## src/rtl/q8_8_sat_accum.sv

```systemverilog
// Saturating Q8.8 frame accumulator behind the add/sub unit. It takes ACC_LEN clamped samples,
// then holds the frame total with a sticky saturation flag until the consumer takes it.
module q8_8_sat_accum #(
    parameter int BUS_WIDTH = 16,
    parameter int FRAC_BITS = 8,
    parameter int ACC_LEN   = 8,
    localparam int CNT_W    = $clog2(ACC_LEN + 1)
) (
    input  logic                 clk,
    input  logic                 rst_n,
    input  logic                 clear,
    input  logic                 in_valid,
    output logic                 in_ready,
    input  logic [BUS_WIDTH:0]   in_result,
    output logic                 out_valid,
    input  logic                 out_ready,
    output logic [BUS_WIDTH-1:0] out_sum,
    output logic                 out_sat,
    output logic [CNT_W-1:0]     out_count
);

    typedef enum logic {ACCUM, HOLD} state_t;

    state_t               state_q, state_d;
    logic [BUS_WIDTH-1:0] acc_q, acc_d;
    logic [CNT_W-1:0]     count_q, count_d;
    logic                 sat_q, sat_d;

    logic                 accept;
    logic                 inClamp, sumClamp;
    logic [BUS_WIDTH-1:0] inSat, sumSat;
    logic [BUS_WIDTH:0]   sumWide;
    logic [CNT_W-1:0]     countInc;

    // A one-bit-wider value fits in BUS_WIDTH bits only when its top two bits agree.
    function automatic logic overflows(input logic [BUS_WIDTH:0] v);
        return v[BUS_WIDTH] ^ v[BUS_WIDTH-1];
    endfunction

    function automatic logic [BUS_WIDTH-1:0] clampWord(input logic [BUS_WIDTH:0] v);
        if (overflows(v)) begin
            return {v[BUS_WIDTH], {(BUS_WIDTH-1){~v[BUS_WIDTH]}}};
        end
        return v[BUS_WIDTH-1:0];
    endfunction

    always_comb begin
        inClamp  = overflows(in_result);
        inSat    = clampWord(in_result);
        sumWide  = {acc_q[BUS_WIDTH-1], acc_q} + {inSat[BUS_WIDTH-1], inSat};
        sumClamp = overflows(sumWide);
        sumSat   = clampWord(sumWide);
        countInc = count_q + CNT_W'(1);
        accept   = in_valid && in_ready;
    end

    always_ff @(posedge clk) begin
        if (!rst_n) begin
            state_q <= ACCUM;
            acc_q   <= '0;
            count_q <= '0;
            sat_q   <= 1'b0;
        end else begin
            state_q <= state_d;
            acc_q   <= acc_d;
            count_q <= count_d;
            sat_q   <= sat_d;
        end
    end

    // Clear outranks both the transfer and the acceptance.
    always_comb begin
        state_d = state_q;
        acc_d   = acc_q;
        count_d = count_q;
        sat_d   = sat_q;
        if (clear || (state_q == HOLD && out_ready)) begin
            state_d = ACCUM;
            acc_d   = '0;
            count_d = '0;
            sat_d   = 1'b0;
        end else if (accept) begin
            acc_d   = sumSat;
            count_d = countInc;
            sat_d   = sat_q | inClamp | sumClamp;
            if (countInc == CNT_W'(ACC_LEN)) begin
                state_d = HOLD;
            end
        end
    end

    always_comb begin
        in_ready  = rst_n && !clear && (state_q == ACCUM);
        out_valid = (state_q == HOLD);
        out_sum   = acc_q;
        out_sat   = sat_q;
        out_count = count_q;
    end

endmodule

```

## config.mk

```make
export PLATFORM = sky130hd
export DESIGN_NAME = q8_8_sat_accum
export DESIGN_NICKNAME = d
export VERILOG_FILES = /design/src/rtl/q8_8_sat_accum.sv
export SDC_FILE = /design/constraint.sdc
export NUM_CORES = 1
export LEC_CHECK = 0
export ABC_AREA = 0
export BUFFER_PORTS_ARGS = -buffer_cell sky130_fd_sc_hd__buf_2
export CAP_MARGIN = 20
export CORE_ASPECT_RATIO = 1.2
export CORE_UTILIZATION = 40
export CTS_CLUSTER_DIAMETER = 40
export DETAILED_ROUTE_END_ITERATION = 10
export HOLD_SLACK_MARGIN = 0.03
export SLEW_MARGIN = 20
export SYNTH_ARGS = -nofsm -noshare
export SYNTH_HDL_FRONTEND = slang
export SYNTH_SLANG_ARGS = --single-unit
```

## constraint.sdc

```tcl
create_clock -name clk -period 4 [get_ports clk]
set_input_delay 0 -clock clk [delete_from_list [all_inputs] [get_ports clk]]
set_output_delay 0 -clock clk [all_outputs]
set_load 0.005 [all_outputs]
```

==> metrics.yaml, run 1 <==
status: "completed"
drive_gt1_share_pct: 22.9
cp-end-kind: "flip-flop"
grt_pass1_wl_um: 9570
core_area_um2: 5260
clkTransAtPathRegs_ps: 80
powerDensity_nw_per_um2: 242
cts_tree: "done"
finalWorstPathRequiredPeriod_ps: 3010
synth_nets: 301
overflow: 0
cellLeakagePower_uw: 0.00104
drtIter0Drc: 145
final-hold-violation-count: 0
avgSynthCellArea_um2: 8.37
fin_setup_tns_ps: 0
dr.pass1.iters: 4
ys_warn_count: 0
num-fill-cells: 520
dp_hpwl_um: 4460
crit_required_ps: 4140
syn_inst: 260
ys_types: 59
ctsHtreeMaxLevel: 1
wl_met3_um: 198
critPathArrivalTime_ps: 3150
antenna_cells: 0
ys.flop_type: "dfxtp_1"
m1WireLength_um: 2570
synthArstFlopShare_pct: 0
area_growth_pct: 12.0
cts_resized: 0
place_area_um2: 2400
placed_cells: 352
totalWireLength_um: 5880
die_h_um: 82.8
cp-start-kind: "input pin"
gr-usage-all-layers_pct: 20.8
initial_core_util_pct: 41.4
grt_start_max_net_pins: 19
die_w_um: 69.3
min_path_type: "input pin to flip-flop"
clockBufferDepth: 2
post_cts_buffers: 0
synth_edf_count: 0
holdBufCountCts: 0
io-pin-count: 45
maxCapViolCount: 0
skew_ps: 2.64
ys_seq_area_share_pct: 20.2
fin_area_um2: 2440
worst_pin_slew_ps: 930
cts_buffers: 3
criticalPathCategory: "input pin to flip-flop"
dr_wl_met2_um: 3030
finalNonFillerCells: 355
layout.nets: 336
via_per_inst: 5.97
clock_latency_ps: 270
vdd.ir_drop.worst_mv: 0.108
relSlewSlack_pct: 38.0
die_area_um2: 5740
clkSinkCount: 22
ys_ff_latch: 22
final_cell_mix: "buf_2, a21oi_1, dfxtp_1"
portBuffers: 44
drc_errors: 0
antenna_found_initial: 0
gp_congestion: 0.860
rows: 29
crit_fanout: 15
fin_crit_sh_pct: 75.2
root_buffer: "clkbuf_8"
setup_viol: 0
mostFrequentLayoutCell: "buf_2"
wire_per_inst_um: 16.6
max_freq_mhz: 332
finalMaxSlewViolations: 0
grt_pass1_vias: 2007
vias: 2121
final_antenna_net_count: 0
rsz0062_at_grt: "false"
syn_area_um2: 2180
top_layer_used: "met4"
-- final cells by class --
class                      instances  area (µm²)  share of cell area, %
multi-input combinational        218        1640                   67.1
sequential                        22         440                   18.1
timing repair buffer              44         220                   9.03
tap                               62        77.6                   3.18
clock buffer                       3        41.3                   1.69
inverter                           6        22.5                  0.924
-- power by group --
group	internal, µW	switching (µW)	total (µW)
registers	225	6.26	232
clock network	67.4	74.2	142
logic	88.0	129	217
total	381	209	590
-- worst max-delay path, cell delays in order --
cell       delay [ps]
buf_2             110
inv_1             250
maj3_1            430
ha_1              220
fa_1              450
a211oi_2          240
nor3_1            110
or2_1             300
a221oi_4          410
nor2_2            140
a2111oi_2         420
nor4_2             80
-- synthesized netlist by cell type (all sizes together), types with 2 or more instances --
master   instances  share of area [%]
xnor2           10                4.0
o21ai           19                4.5
nor4             2               0.86
a21oi           29                7.7
a221oi           6                3.5
ha              18                 10
a2111oi          2                1.1
or2              2               0.58
xor2             7                2.8
o211ai           7                2.9
nand3           12                3.0
a21o             3                1.0
inv              6                1.0
nor3             8                1.8
and4             2               0.81
a211oi           4                1.6
nor2            16                2.9
a311oi           2               0.81
o21a             3                1.0
a31oi            2               0.57
dfxtp           22                 20
nand2b           4                1.1
nand2           20                3.5
mux2i            2               0.92
a41oi            2                1.2
clkbuf           7                1.2
buf              7                2.4
maj3            21                9.7
-- cells by family (layout without fill, tap and decap cells) --
logic type               after synthesis  in the layout  share of synthesized area (%)
AO/OA/AOI/OAI                         87             87                           29.8
AND/OR/NAND/NOR                       71             71                           16.1
adder cells (fa/ha/maj)               40             40                           21.0
flip-flops                            22             22                           20.2
buffers and inverters                 20             53                           4.60
XOR/XNOR                              17             17                           6.84
multiplexers                           3              3                           1.44
-- stage by stage --
step	setup WS [ps]	hold slack (ps)	util [%]	total power [µW]
5_1_grt	784	285	46.3	623
6_report	991	213	46.3	590
3_5_place_dp	734	380	45.5	449
2_1_floorplan	1110	150	-	401
4_1_cts	1000	240	46.3	592
3_3_place_gp	774	383	45.5	449
-- worst paths after layout --
path	from	endpoint	slack, ps	cells after the start
max reg2reg	out_sum[0]	out_sum[4]	1170	9
min reg2reg	out_sat	out_sat	470	1
max	in_result[16]	out_sum[4]	990	12
min	in_result[16]	out_sat	210	4
-- metal layers --
layer	vias to the layer above	GRT usage, %
li1	1049	-
met1	1013	24.4
met2	52	40.5
met3	7	2.54
met4	0	4.90
met5	-	0
-- registers in the layout, summed over array words and instances, names as in the netlist --
name / flops
out_valid: 1
out_count: 4
out_sum: 16
out_sat: 1
(Power assumes the default switching activity.)
==> run 2, diff against run 1 <==
--- a/config.mk
+++ b/config.mk
@@ -5,7 +5,7 @@
 export SDC_FILE = /design/constraint.sdc
 export NUM_CORES = 1
 export LEC_CHECK = 0
-export ABC_AREA = 0
+export ABC_AREA = 1
 export BUFFER_PORTS_ARGS = -buffer_cell sky130_fd_sc_hd__buf_2
 export CAP_MARGIN = 20
 export CORE_ASPECT_RATIO = 1.2
==> constraint.sdc (replaced) <==
create_clock -name clk -period 3.1 [get_ports clk]
set_input_delay 0 -clock clk [delete_from_list [all_inputs] [get_ports clk]]
set_output_delay 0 -clock clk [all_outputs]
set_load 0.005 [all_outputs]
==> metrics.yaml, run 2 <==
status: "completed"
mostFrequentLayoutCell: "nand2_1"
ys_ff_latch: 22
ys_warn_count: 0
portBuffers: 44
yosysTopAreaCell: "dfxtp_1"
die_w_um: 66.5
worstPathCellList: "buf_2, inv_1, nand2_1, a21oi_1, ha_1, fa_1, nand2_1, nand2_1, nand3_1, nand2_2, nand2_2, nand2_1, nand2_1, nand2_2, a21oi_4, buf_12, a21boi_0"
max_freq_mhz: 414
drc_errors: 0
clkTransAtPathRegs_ps: 90
path_common_cell: "nand2_1"
setup_viol: 0
synth_edf_count: 0
holdBufCountCts: 0
syn_inst: 302
yosysMostFrequentCell: "nand2_1"
vdd.ir_drop.worst_mv: 0.196
ctsHtreeMaxLevel: 1
rr_worst_depth: 13
cp-end-kind: "flip-flop"
synth_top_area_share_pct: 22.1
cp_slowest_cell: "nand2_1"
crit_required_ps: 3260
rows: 27
worst_pin_slew_ps: 575
wire_per_inst_um: 12.9
grt_start_max_net_pins: 19
critPathArrivalTime_ps: 2570
antenna_cells: 0
rsz0062_at_grt: "false"
fin_setup_tns_ps: 0
ys.flop_type: "dfxtp_1"
grt_pass1_vias: 1908
vias: 2033
root_buffer: "clkbuf_8"
fin_crit_sh_pct: 77.8
cts_buffers: 3
cp_slowest_stage_delay_ps: 410
finalNonFillerCells: 404
cp-start-kind: "input pin"
drive_gt1_share_pct: 22.0
post-place-ws_ps: 433
post_cts_buffers: 0
criticalPathCategory: "input pin to flip-flop"
overflow: 0
final_antenna_net_count: 0
clock_latency_ps: 270
core_area_um2: 4700
layout.nets: 388
crit_fanout: 15
drtIter0Drc: 83
avgSynthCellArea_um2: 6.61
finalMaxSlewViolations: 0
die_h_um: 79.4
relSlewSlack_pct: 61.6
min_path_type: "input pin to flip-flop"
holdPathStages: 3
ys_seq_area_share_pct: 22.1
synthArstFlopShare_pct: 0
initial_core_util_pct: 42.5
cts_resized: 0
grt_pass1_wl_um: 8740
powerDensity_nw_per_um2: 350
gp_congestion: 0.910
placed_cells: 400
skew_ps: 5.26
area_growth_pct: 17.2
synth_nets: 343
clockBufferDepth: 2
yosys-top-cells-count: "nand2_1, inv_1, a21oi_1"
io-pin-count: 45
num-fill-cells: 496
largest_reg_flops: 16
finalWorstPathRequiredPeriod_ps: 2410
layout_setup_ws_ps: 687
gr-usage-all-layers_pct: 21.7
syn_area_um2: 2000
dr.pass1.iters: 4
clkSinkCount: 22
via_per_inst: 5.03
final-hold-violation-count: 0
die_area_um2: 5280
totalWireLength_um: 5200
final_cell_mix: "nand2_1, buf_2, inv_1"
yosys-top-cells-area: "dfxtp_1, nand2_1, ha_1"
ys_types: 36
antenna_found_initial: 0
cellLeakagePower_uw: 0.00133
dp_hpwl_um: 3950
cts_tree: "done"
maxCapViolCount: 0
-- run 2: cell count changes after synthesis, moves of 6 or more --
cell | previous run | this run
nand2_1 | 20 | 79
inv_1 | 6 | 41
maj3_1 | 20 | 0
nand2_2 | 0 | 8
a21oi_2 | 3 | 10
nor3_1 | 8 | 2
-- run 2: power by group --
group          leakage, µW  switching, µW  internal (µW)
logic              0.00111            150           90.8
clock network    0.0000357            107            173
registers         0.000179           7.30            291
-- run 2: layout make-up --
type | count | area, µm² | share of cell area [%]
Inverter | 42 | 158 | 6.73
Timing Repair Buffer | 46 | 248 | 10.6
Sequential cell | 22 | 440 | 18.8
Clock inverter | 1 | 30.0 | 1.28
Tap cell | 58 | 72.6 | 3.10
Clock buffer | 3 | 41.3 | 1.76
Multi-Input combinational cell | 232 | 1350 | 57.7
-- run 2: logic make-up after synthesis --
group | Yosys count | synth area share [%]
and+or+nand+nor | 135 | 29.5
AOI/OAI and AO/OA | 65 | 20.2
buffers and inverters | 48 | 10.3
DFF | 22 | 22.1
adders and majority gates | 19 | 12.3
xor gates and xnor gates | 13 | 5.70
-- run 2: worst paths after layout --
| check | endpoint | slack (ps) | start |
|---|---|---|---|
| min | out_count[3] | 100 | rst_n |
| max | out_sum[12] | 690 | in_result[16] |
| max reg2reg | out_sum[12] | 820 | out_sum[0] |
| min reg2reg | out_sat | 460 | out_sat |
-- run 2: layer usage --
metal | up-vias | part of all wire, % | GRT usage, %
li1 | 1066 | - | -
met1 | 905 | 46 | 26.1
met2 | 50 | 47 | 38.5
met3 | 12 | 3.2 | 2.00
met4 | 0 | 2.9 | 9.36
met5 | - | 0 | 0
-- run 2: per-stage QoR --
stage          instance area (µm²)  hold slack, ps  power (µW)  util (%)
2_1_floorplan                 2000            94.3         483         -
6_report                      2340             100         819      49.9
4_1_cts                       2340             103         825      49.9
3_5_place_dp                  2270             325         545      48.3
3_3_place_gp                  2270             324         544      48.3
5_1_grt                       2340             108         867      49.9
-- run 2: worst max-delay path: cells and delay by family --
family	cells	cell delay, ps
buffers and inverters	3	350
and+or+nand+nor	9	1130
AOI/OAI and AO/OA	3	480
adders and majority gates	2	610
==> run 3, diff against run 2 <==
--- a/config.mk
+++ b/config.mk
@@ -5,7 +5,7 @@
 export SDC_FILE = /design/constraint.sdc
 export NUM_CORES = 1
 export LEC_CHECK = 0
-export ABC_AREA = 1
+export ABC_AREA = 0
 export BUFFER_PORTS_ARGS = -buffer_cell sky130_fd_sc_hd__buf_2
 export CAP_MARGIN = 20
 export CORE_ASPECT_RATIO = 1.2
==> constraint.sdc (replaced) <==
create_clock -name clk -period 2.43 [get_ports clk]
set_input_delay 0 -clock clk [delete_from_list [all_inputs] [get_ports clk]]
set_output_delay 0 -clock clk [all_outputs]
set_load 0.005 [all_outputs]
==> metrics.yaml, run 3 (same netlist as run 1, synthesis figures left out) <==
wire_per_inst_um: 16.6
drc_errors: 0
fin_crit_sh_pct: 106
finalWorstPathRequiredPeriod_ps: 2570
io-pin-count: 45
top_layer_used: "met4"
holdPathStages: 4
holdBufCountCts: 0
vias: 2497
rr_worst_depth: 10
utilization_pct: 66.8
final_cell_mix: "buf_4, buf_2, a21oi_1"
max_freq_mhz: 389
wl_met3_um: 250
ff2ff_setup_slack_ps: -140
root_buffer: "clkbuf_8"
clkTransAtPathRegs_ps: 100
cp-start-kind: "flip-flop"
portBuffers: 44
r2r-end: "out_sum[0]"
powerDensity_nw_per_um2: 380
criticalPathCategory: "flip-flop to flip-flop"
dp_hpwl_um: 5730
crit_fanout: 3
die_w_um: 69.3
hold_end: "out_sat"
rsz0062_at_grt: "true"
layout_setup_ws_ps: -143
setup_viol: 16
final-hold-violation-count: 0
worst_pin_slew_ps: 503
gr-usage-all-layers_pct: 25.7
m1WireLength_um: 3100
min_path_type: "input pin to flip-flop"
relSlewSlack_pct: 66.4
cts_tree: "done"
ctsHtreeMaxLevel: 1
cellLeakagePower_uw: 0.00156
finalMaxSlewViolations: 0
num-fill-cells: 420
fin_area_um2: 3510
vdd.ir_drop.worst_mv: 0.357
skew_ps: 8.88
clock_latency_ps: 280
dr_wl_met2_um: 3820
die_area_um2: 5740
grt_pass1_vias: 2479
clockBufferDepth: 2
mostFrequentLayoutCell: "buf_4"
whs_ps: 198
area_growth_pct: 61.4
cp-end-kind: "flip-flop"
place_area_um2: 3130
initial_core_util_pct: 41.4
overflow: 0
reg2reg_from: "out_sum[0]"
violations: "setup timing"
die_h_um: 82.8
cts_buffers: 3
rows: 29
hold_start: "out_ready"
crit_required_ps: 2600
gp_congestion: 0.994
core_area_um2: 5260
critPathArrivalTime_ps: 2740
status: "complete, but fails checks"
drtIter0Drc: 149
layout.nets: 430
antenna_found_initial: 0
via_per_inst: 5.55
grt_start_max_net_pins: 18
antenna_cells: 0
final_antenna_net_count: 0
grt_pass1_wl_um: 11600
maxCapViolCount: 0
clkSinkCount: 22
largest_reg_flops: 16
drive_gt1_share_pct: 53.1
dr.pass1.iters: 4
totalWireLength_um: 7470
==> run 3: cell types whose count changed in the layout (fill, tap and decap cells not counted), sizes merged, moves of 5 or more <==
cell    delta
o211ai     +6
maj3      +21
buf       +92
nor3       +6
nor2       -5
inv       -36
nand2     -68
a221oi     +6
o21ai      +5
a21oi     -12
xnor2      +5
==> run 3: worst max-delay path by stage <==
stage                        startpoint    endpoint  slack (ps)  depth (start not counted)
final                        out_sum[0]  out_sum[0]        -140                         10
after global routing         out_sum[0]  out_sum[4]        -230                         10
after CTS                    out_sum[0]  out_sum[0]        -170                         10
after detailed placement  in_result[16]  out_sum[0]        -470                         13
after global placement    in_result[16]  out_sum[0]        -420                         13
after floorplan           in_result[15]     out_sat        -190                         11
==> run 3: cell type report <==
cell class | count | area (µm²) | area share [%]
multi-input combinational | 218 | 1950 | 55.5
timing repair buffer | 138 | 948 | 27.0
sequential | 22 | 442 | 12.6
tap | 62 | 77.6 | 2.21
clock buffer | 3 | 41.3 | 1.18
clock inverter | 1 | 30.0 | 0.855
inverter | 6 | 22.5 | 0.641
==> run 3: power breakdown <==
group          internal (µW)  switching, µW
clock                    221            144
sequential               371           9.90
combinational            300            288
total                    892            442
==> run 3: repair_timing <==
item / CTS / global route
gates cloned: 0 / 0
gates resized for setup: 44 / 7
setup endpoints to repair: 17 / 17
pin swaps: 24 / 9
buffers inserted: 9 / 1
==> run 3: critical path, stage by stage, from the launching register on <==
cell and delay, ps:
dfxtp_2 350, ha_4 160, fa_2 360, a211oi_4 240
nor3_2 80, or2_4 270, a221o_1 360, buf_4 160
maj3_2 280, mux2i_1 130, a21oi_1 70
==> run 3: stage by stage <==
stage / std cells / setup TNS (ps) / total power (µW) / setup slack, ps
finish: 450 / -1440 / 1330 / -143
global route: 450 / -3190 / 1390 / -232
CTS: 449 / -1400 / 1310 / -173
detailed placement: 437 / -6420 / 896 / -470
global placement: 437 / -5770 / 887 / -422
floorplan: 260 / -2050 / 685 / -190
==> run 3: metal layers <==
metal | global-route usage, % | up-vias
met5 | 0 | -
met4 | 12.7 | 0
met3 | 1.57 | 21
met2 | 47.7 | 64
met1 | 30.4 | 1176
li1 | - | 1236
